<file path="src/rtl/maj_node_scheduler_pkg.sv">
// Shared types and sizing for the time-multiplexed MAJ3 netlist evaluator.
package maj_sched_pkg;

  localparam int NUM_PI    = 5;
  localparam int MAX_NODES = 64;

  function automatic int idx_width(input int num_pi, input int max_nodes);
    return $clog2(1 + num_pi + max_nodes);
  endfunction

  localparam int IDX_W = idx_width(NUM_PI, MAX_NODES);
  localparam int CNT_W = $clog2(MAX_NODES);
  localparam int NUM_W = CNT_W + 1;

  localparam logic [IDX_W-1:0] CONST0_IDX = '0;
  // Operand index of node 0; node n lives at NODE_BASE + n.
  localparam logic [IDX_W-1:0] NODE_BASE  = IDX_W'(NUM_PI + 1);

  typedef struct packed {
    logic             inv;
    logic [IDX_W-1:0] idx;
  } operand_t;

  typedef struct packed {
    operand_t a;
    operand_t b;
    operand_t c;
  } node_t;

  typedef enum logic [1:0] {
    S_IDLE,
    S_EVAL,
    S_FIN
  } state_t;

endpackage

</file>
<file path="src/rtl/maj_node_scheduler_if.sv">
// Configuration, control and result signals of the MAJ3 node scheduler.
interface maj_node_scheduler_if;
  import maj_sched_pkg::*;

  logic                 cfg_we;
  logic [CNT_W-1:0]     cfg_addr;
  node_t                cfg_data;
  logic [NUM_W-1:0]     cfg_num_nodes;
  operand_t             cfg_po_sel;
  logic                 start;
  logic [NUM_PI-1:0]    pi;
  logic                 busy;
  logic                 done;
  logic                 po;
  logic                 err;

  modport master (
    output cfg_we, cfg_addr, cfg_data, cfg_num_nodes, cfg_po_sel, start, pi,
    input  busy, done, po, err
  );

  modport slave (
    input  cfg_we, cfg_addr, cfg_data, cfg_num_nodes, cfg_po_sel, start, pi,
    output busy, done, po, err
  );

endinterface

</file>
<file path="src/rtl/maj_node_scheduler_maj3_unit.sv">
// Combinational majority-of-three with an optional complement on each input.
module maj3_unit (
  input  logic [2:0] val,
  input  logic [2:0] inv,
  output logic       y
);

  logic [2:0] opnd;

  assign opnd = val ^ inv;
  assign y    = (opnd[0] & opnd[1]) | (opnd[0] & opnd[2]) | (opnd[1] & opnd[2]);

endmodule

</file>
<file path="src/rtl/maj_node_scheduler.sv">
// Evaluates a programmable MAJ3 node table one node per clock on a shared unit.
module maj_node_scheduler
  import maj_sched_pkg::*;
(
  input  logic               clk,
  input  logic               rst,
  maj_node_scheduler_if.slave bus
);

  // Returns {illegal, raw value}; anything at or beyond node lim reads as 0.
  function automatic logic [1:0] fetch(input operand_t op, input logic [NUM_PI-1:0] piv,
                                       input logic [MAX_NODES-1:0] vals,
                                       input logic [NUM_W-1:0] lim);
    logic             raw;
    logic             ill;
    logic [IDX_W-1:0] vidx;
    raw  = 1'b0;
    ill  = 1'b0;
    vidx = op.idx - NODE_BASE;
    if (op.idx == CONST0_IDX) begin
      raw = 1'b0;
    end else if (op.idx < NODE_BASE) begin
      for (int i = 0; i < NUM_PI; i++) begin
        if (op.idx == IDX_W'(i + 1)) raw = piv[i];
      end
    end else if (vidx >= IDX_W'(lim)) begin
      ill = 1'b1;
    end else begin
      raw = vals[vidx[CNT_W-1:0]];
    end
    return {ill, raw};
  endfunction

  node_t                node_mem [MAX_NODES];
  logic [MAX_NODES-1:0] val_mem;

  state_t            state_q, state_d;
  logic [CNT_W-1:0]  cnt_q, cnt_d;
  logic [NUM_W-1:0]  num_q, num_d;
  operand_t          po_sel_q, po_sel_d;
  logic [NUM_PI-1:0] pi_q, pi_d;
  logic              po_q, po_d;
  logic              err_q, err_d;

  node_t                cur;
  operand_t [2:0]       ops;
  logic [2:0]           op_raw, op_ill, op_inv;
  logic                 maj_y;
  logic [NUM_W-1:0]     num_clamped;
  logic                 last_node;
  operand_t             po_src;
  logic [NUM_PI-1:0]    po_pi;
  logic [NUM_W-1:0]     po_lim;
  logic [MAX_NODES-1:0] val_eff;
  logic [1:0]           po_f;

  assign cur = node_mem[cnt_q];
  assign ops = {cur.c, cur.b, cur.a};

  for (genvar gi = 0; gi < 3; gi++) begin : g_opnd
    logic [1:0] f;
    assign f          = fetch(ops[gi], pi_q, val_mem, {1'b0, cnt_q});
    assign op_raw[gi] = f[0];
    assign op_ill[gi] = f[1];
    assign op_inv[gi] = ops[gi].inv;
  end

  maj3_unit u_maj3 (
    .val (op_raw),
    .inv (op_inv),
    .y   (maj_y)
  );

  assign num_clamped = (bus.cfg_num_nodes > NUM_W'(MAX_NODES)) ? NUM_W'(MAX_NODES)
                                                               : bus.cfg_num_nodes;
  assign last_node   = ({1'b0, cnt_q} == (num_q - NUM_W'(1)));

  // po is latched on entry to FIN so it is already valid while done is high;
  // the node written on that same edge is forwarded from the MAJ3 output.
  always_comb begin
    val_eff = val_mem;
    if (state_q == S_EVAL) val_eff[cnt_q] = maj_y;
    if (state_q == S_IDLE) begin
      po_src = bus.cfg_po_sel;
      po_pi  = bus.pi;
      po_lim = '0;
    end else begin
      po_src = po_sel_q;
      po_pi  = pi_q;
      po_lim = num_q;
    end
    po_f = fetch(po_src, po_pi, val_eff, po_lim);
  end

  always_comb begin
    state_d  = state_q;
    cnt_d    = cnt_q;
    num_d    = num_q;
    po_sel_d = po_sel_q;
    pi_d     = pi_q;
    po_d     = po_q;
    err_d    = err_q;
    case (state_q)
      S_IDLE: begin
        if (bus.start) begin
          pi_d     = bus.pi;
          num_d    = num_clamped;
          po_sel_d = bus.cfg_po_sel;
          cnt_d    = '0;
          err_d    = 1'b0;
          if (num_clamped == '0) begin
            state_d = S_FIN;
            po_d    = po_f[0] ^ po_src.inv;
            err_d   = po_f[1];
          end else begin
            state_d = S_EVAL;
          end
        end
      end
      S_EVAL: begin
        err_d = err_q | (|op_ill);
        if (last_node) begin
          state_d = S_FIN;
          po_d    = po_f[0] ^ po_src.inv;
          err_d   = err_q | (|op_ill) | po_f[1];
        end else begin
          cnt_d = cnt_q + CNT_W'(1);
        end
      end
      S_FIN:   state_d = S_IDLE;
      default: state_d = S_IDLE;
    endcase
  end

  always_ff @(posedge clk) begin
    if (rst) begin
      state_q  <= S_IDLE;
      cnt_q    <= '0;
      num_q    <= '0;
      po_sel_q <= '0;
      pi_q     <= '0;
      po_q     <= 1'b0;
      err_q    <= 1'b0;
    end else begin
      state_q  <= state_d;
      cnt_q    <= cnt_d;
      num_q    <= num_d;
      po_sel_q <= po_sel_d;
      pi_q     <= pi_d;
      po_q     <= po_d;
      err_q    <= err_d;
    end
  end

  // Table and value file are deliberately left uninitialised by reset.
  always_ff @(posedge clk) begin
    if (bus.cfg_we && (state_q == S_IDLE)) node_mem[bus.cfg_addr] <= bus.cfg_data;
    if (state_q == S_EVAL) val_mem[cnt_q] <= maj_y;
  end

  assign bus.busy = (state_q != S_IDLE);
  assign bus.done = (state_q == S_FIN);
  assign bus.po   = po_q;
  assign bus.err  = err_q;

endmodule
</file>
<file path="src/flat_wrapper.sv">
// flat-port wrapper written by rule: the top's interface ports become plain ports
module maj_node_scheduler_flat import maj_sched_pkg::*;
  (clk, rst, bus_cfg_we, bus_cfg_addr, bus_cfg_data, bus_cfg_num_nodes, bus_cfg_po_sel, bus_start, bus_pi, bus_busy, bus_done, bus_po, bus_err);
  maj_node_scheduler_if bus_i ();
  input  logic clk;
  input  logic rst;
  input wire logic [$bits(bus_i.cfg_we)-1:0] bus_cfg_we;
  input wire logic [$bits(bus_i.cfg_addr)-1:0] bus_cfg_addr;
  input wire logic [$bits(bus_i.cfg_data)-1:0] bus_cfg_data;
  input wire logic [$bits(bus_i.cfg_num_nodes)-1:0] bus_cfg_num_nodes;
  input wire logic [$bits(bus_i.cfg_po_sel)-1:0] bus_cfg_po_sel;
  input wire logic [$bits(bus_i.start)-1:0] bus_start;
  input wire logic [$bits(bus_i.pi)-1:0] bus_pi;
  output wire logic [$bits(bus_i.busy)-1:0] bus_busy;
  output wire logic [$bits(bus_i.done)-1:0] bus_done;
  output wire logic [$bits(bus_i.po)-1:0] bus_po;
  output wire logic [$bits(bus_i.err)-1:0] bus_err;
  assign bus_i.cfg_we = bus_cfg_we;
  assign bus_i.cfg_addr = bus_cfg_addr;
  assign bus_i.cfg_data = bus_cfg_data;
  assign bus_i.cfg_num_nodes = bus_cfg_num_nodes;
  assign bus_i.cfg_po_sel = bus_cfg_po_sel;
  assign bus_i.start = bus_start;
  assign bus_i.pi = bus_pi;
  assign bus_busy = bus_i.busy;
  assign bus_done = bus_i.done;
  assign bus_po = bus_i.po;
  assign bus_err = bus_i.err;
  maj_node_scheduler u_core (.clk(clk), .rst(rst), .bus(bus_i));
endmodule
</file>
<file path="config.mk">
export PLATFORM = sky130hd
export DESIGN_NAME = maj_node_scheduler_flat
export DESIGN_NICKNAME = d
export VERILOG_FILES = /design/src/rtl/maj_node_scheduler_pkg.sv /design/src/rtl/maj_node_scheduler_if.sv /design/src/rtl/maj_node_scheduler_maj3_unit.sv /design/src/rtl/maj_node_scheduler.sv /design/src/flat_wrapper.sv
export SDC_FILE = /design/constraint.sdc
export NUM_CORES = 2
export LEC_CHECK = 0
export ABC_AREA = 1
export ABC_CLOCK_PERIOD_IN_PS = 6100
export BUFFER_PORTS_ARGS = -buffer_cell sky130_fd_sc_hd__buf_4
export CORE_MARGIN = 2
export CORE_UTILIZATION = 55
export CTS_BUF_LIST = sky130_fd_sc_hd__clkbuf_16
export DETAILED_ROUTE_END_ITERATION = 6
export PLACE_DENSITY = 0.68
export SLEW_MARGIN = 10
export SYNTH_ARGS = -nofsm -noshare
export SYNTH_HDL_FRONTEND = slang
export SYNTH_SLANG_ARGS = --single-unit
</file>
<file path="constraint.sdc">
create_clock -name clk -period 6.1 [get_ports clk]
set_input_delay 0.61 -clock clk [delete_from_list [all_inputs] [get_ports clk]]
set_output_delay 0.61 -clock clk [all_outputs]
set_load 0.005 [all_outputs]
</file>
; After elaboration in Yosys (flattened, before gate mapping)
; Memories as Yosys holds them, arrays and structs flattened. A register that Yosys moved wholly into a read port is not among the register bits.
; Cells that the tools add are included.
[totals]
ff_bits = 94
memories = 1
latch_bits = 0
out_inout_bits = 4
wordCells = 162
rom_bits = 0
ram_bits = 1536
[classes]
bitwise_logic = 9
n_mux = 79
reduce_logical = 16
n_shift = 0
add_sub_neg = 6
magnitude_cmp = 15
div_mod_pow = 0
n_eq_ne = 27
mul = 0
[memory_table]
columns = name, depth, width, read_ports, rd_ports_with_merged_regs, wr, line_no
row1 = u_core.node_mem, 64, 24, 1, 1, 1, maj_node_scheduler.sv:34  ; node_t node_mem [MAX_NODES];
[op_table]
columns = cell, count
row1 = $bwmux W64, 1
row2 = $mux W64, 1
row3 = $mux W1, 57
row4 = $eq A7 B2 Y1 const B, 8
row5 = $eq A7 B3 Y1 const B, 8
row6 = $logic_not A7 Y1, 5
row7 = $lt A6 B7 Y1 const B, 5
row8 = $eq A7 B1 Y1 const B, 4
row9 = $lt A7 B3 Y1 const B, 4
row10 = $sub A7 B3 Y7 const B, 4
row11 = $bmux W1 S6, 4
row12 = $mux W6, 4
row13 = $ge A7 B6 Y1, 3
row14 = $mux W7, 2
row15 = $pmux W6 S2, 1
row16 = $mux W8, 1
row17 = $eq A6 B7 Y1, 1
row18 = $ge A7 B7 Y1, 1
row19 = $gt A7 B7 Y1 const B, 1
row20 = $sub A7 B1 Y7 const B, 1
row21 = $add A6 B1 Y6 const B, 1
row22 = $demux W1 S6, 1
row23 = $ge A6 B1 Y1 const B, 1
row24 = $mux W2, 3
row25 = 18 further kinds, 30

; Longest topological paths before layout
[depth]
ltp_word = 23
mapped_depth = 49
depth_no_buf = 42

; Cells and area by module
; A second synthesis with hierarchy kept.
[hier_totals]
hier_cells = 6319
hier_area_um2 = 69681.8
[by_module_without_submodules]
columns = mod, n_inst, cells_each, area_per_inst_um2
row1 = maj_node_scheduler, 1, 6300, 69609.3
row2 = maj3_unit, 1, 19, 72.6

; Worst setup path before layout
; No wires, ideal clock.
[synth_timing]
kind = register -> register
from = reg with a tool-made name
to = reg u_core.po_q, in the netlist u_core.bus.po
path_buffers = 8
arrival_time_ns = 4.669
path_stages_with_launch = 45
required_ns = 5.991
setup_time_ns = 0.109
period_less_slack_ns = 4.778
path_slack_ns = 1.322
path_cell_list = dfxtp_1 -> buf_6 -> buf_6 -> buf_6 -> buf_8 -> buf_6 -> buf_6 -> o21ai_1 -> nand3_1 -> nand2_1 -> nand2_1 -> nand2_1 -> nand3_1 -> nand2_1 -> buf_2 -> ha_1 -> inv_1 -> nand3_2 -> (+9 left out) -> nand2_1 -> o21ai_4 -> nand2_4 -> buf_6 -> o21ai_1 -> nand2_1 -> nand2_1 -> nor2_1 -> nand2_1 -> nand3_1 -> nand3_1 -> nand3_1 -> nand3_1 -> nand2_1 -> nand3_1 -> nand3_1 -> nand2_1 -> inv_1
[synth_lines]
columns = element, line_no
row1 = to (signal assigned), maj_node_scheduler.sv:150  ; po_q <= po_d;
row2 = to (decl), maj_node_scheduler.sv:42  ; logic po_q, po_d;

==> results.toml <==
[status]
outcome = "finished, violations left"
violations = "DRC"

[logic_synthesis]
async_flop_share_pct = 0
synthTopCellsByArea = "edfxtp_1 (66%), nand2_1 (6.9%), o21ai_0 (4.7%), nor2_1 (4.0%), nand3_1 (3.9%)"
ys_warn_count = 0
synth_flop_cell = "edfxtp_1"
yosysSeqAreaShare_pct = 69.0
ys_seq_elements = 1636
synth_nets = 6354
synth_top_area_share_pct = 66.1
ys_types = 53
syn_area_per_cell_um2 = 11.1
syn_inst = 6269
yosysTopAreaCell = "edfxtp_1"
synth-edff-count = 1536
syn_area_um2 = 69800

[power_and_ir_drop]
power_density_nw_per_um2 = 339
leakagePower_nw = 28.3
ir_drop_mv = 0.370

[die]
die_width_um = 360
core_area_um2 = 126000
start_util_pct = 55.5
rows = 130
io-pin-count = 58
dieArea_um2 = 130000
die_h_um = 360

[timing]
slew_headroom_pct = 22.3
clock_skew_ps = 52.2
setup_viol = 0
post-route-period-util_pct = 96.2
clock.fmax_mhz = 170
finalMaxSlewViolations = 0
hold_violations = 0
layout_min_cycle_time_ps = 5870
max_slew.worst_pin.slew_ps = 1160

[worst_setup_path]
end_kind = "flop"
slowest_delay_ps = 390
arrival_ps = 6570
crit_top_cell = "nand3_1"
path_buf_inv = 6
cpMaxStageDelayCell = "dfxtp_4"
cp_max_fo = 59
cp_top_family = "simple AND/OR/NAND/NOR gates"
crit_type = "reg -> reg"
cp-start-kind = "flop"
crit_required_ps = 6800

[layout]
fin_area_um2 = 79000
final_nets = 6495
drive_above_1_share_pct = 11.0
final_common_cell = "edfxtp_1"
fill_cells = 9773
final_cell_mix = "edfxtp_1 (1536), nand2_1 (1264), nor2_1 (671)"
area_growth_syn_to_layout_pct = 13.2
fin_cells = 8202

[global_route]
antenna_found_initial = 9
grt_use_total_pct = 32.0
grt_pass1_vias = 47600
grt_pass1_wl_um = 309000
overflow = 0
grt_max_degree = 119

[clocking]
clk_latency_ps = 830
cts-buffers-inserted = 166
cts_sinks = 1636
h-tree-depth = 4
clk_pin_slew_worst_paths_ps = 60
tritoncts = "done"
clockBufferDepth = 3
root_buffer = "clkbuf_16"

[job]
cap_viol_max_count = 0

[min_path]
hp-class = "in -> reg"

[drt]
vias = 51200
wl_um = 215000
drc = 3
post_drt_via_cell_ratio = 6.25
wl_per_cell_um = 26.2
dr.first_iter.drc_count = 7482
drtPass1Iterations = 7
antenna_left = 0

[placement]
io_buffers = 57
postPlaceCellArea_um2 = 73000
hpwlAfterDp_um = 124000
post-place-cells = 7865
gp_congestion = 0.951
final timing paths:
kind | from | slack (ps) | end | depth (start not counted)
max reg2reg | flop | 230 | u_core.bus.po | 36
min reg2reg | u_core.po_sel_q[7] | 480 | u_core.po_sel_q[7] | 2
max | flop | 230 | u_core.bus.po | 36
min | bus_cfg_num_nodes[6] | 50 | u_core.num_q[5] | 2
sequential cells by signal (all words and copies together), names as in the netlist, named ones only:
signal,cells
u_core.po_sel_q,8
u_core.state_q,2
u_core.bus.po,1
u_core.val_mem,64
u_core.node_mem,1536
u_core.num_q,7
u_core.bus.err,1
u_core.cnt_q,6
u_core.pi_q,5
what timing repair did:
action	in CTS	in global routing
hold endpoints to repair	1	0
endpoints found under the setup margin	0	1
hold buffers	1	0
resized for setup	0	78
setup buffers	0	14
kinds of logic (layout without fill, tap and decap cells):
family | after synthesis | count (layout) | synth area share (%)
buffers and inverters | 666 | 943 | 4.60
adders and majority gates | 31 | 31 | 0.556
other | 0 | 6 | 0
and+or+nand+nor | 2599 | 2599 | 15.1
AOI/OAI and AO/OA | 1316 | 1316 | 10.5
DFF | 1636 | 1636 | 69.0
xor gates and xnor gates | 21 | 21 | 0.264
stage by stage:
stage / hold slack, ps / util [%] / power, mW / setup WS (ps) / setup TNS, ps
after floorplan: 448 / - / 15.3 / 1320 / 0
after global placement: 460 / 58.1 / 16.8 / 138 / 0
after detailed placement: 472 / 58.1 / 16.9 / 152 / 0
after CTS: 7.79 / 62.2 / 26.6 / 128 / 0
after global routing: 34.6 / 62.8 / 27.6 / -33.7 / -33.7
final: 47.3 / 62.8 / 26.8 / 230 / 0
synthesized netlist by cell type (16+ instances only):
library cell / n
clkbuf_1: 132
nand3_1: 540
dfxtp_1: 100
nand2_1: 1274
o22ai_1: 262
buf_2: 135
o21ai_1: 126
inv_1: 251
a32o_1: 22
edfxtp_1: 1536
o211ai_1: 17
nor2_1: 737
a221oi_1: 25
nor3_1: 25
inv_2: 19
a21oi_1: 154
ha_1: 31
buf_4: 47
o221ai_1: 18
buf_1: 25
buf_6: 47
xor2_1: 16
o21ai_0: 652
metal layers:
layer / up-vias / global-route usage (%) / wire, um
met5: - / 0 / 13
met4: 2 / 14.3 / 9970
met3: 506 / 5.05 / 22200
met2: 3141 / 50.2 / 99700
met1: 25000 / 44.6 / 83100
li1: 22600 / - / -
report_power, final:
part | internal, mW | total (mW) | switching (mW)
clock network | 5.59 | 9.87 | 4.28
registers | 12.3 | 12.4 | 0.0526
logic | 1.40 | 4.54 | 3.14
area by class of cell:
type	count	area, um2	area share [%]
sequential	1636	48100	61.0
multi-input combinational	3967	18800	23.8
clock buffer	172	4300	5.45
timing repair buffer	355	3520	4.46
tap	1650	2060	2.61
inverter	279	1120	1.42
clock inverter	132	936	1.19
timing repair inverter	5	86.3	0.109
antenna	6	15.0	0.0190
No activity file was read; power rests on OpenSTA's default activity.
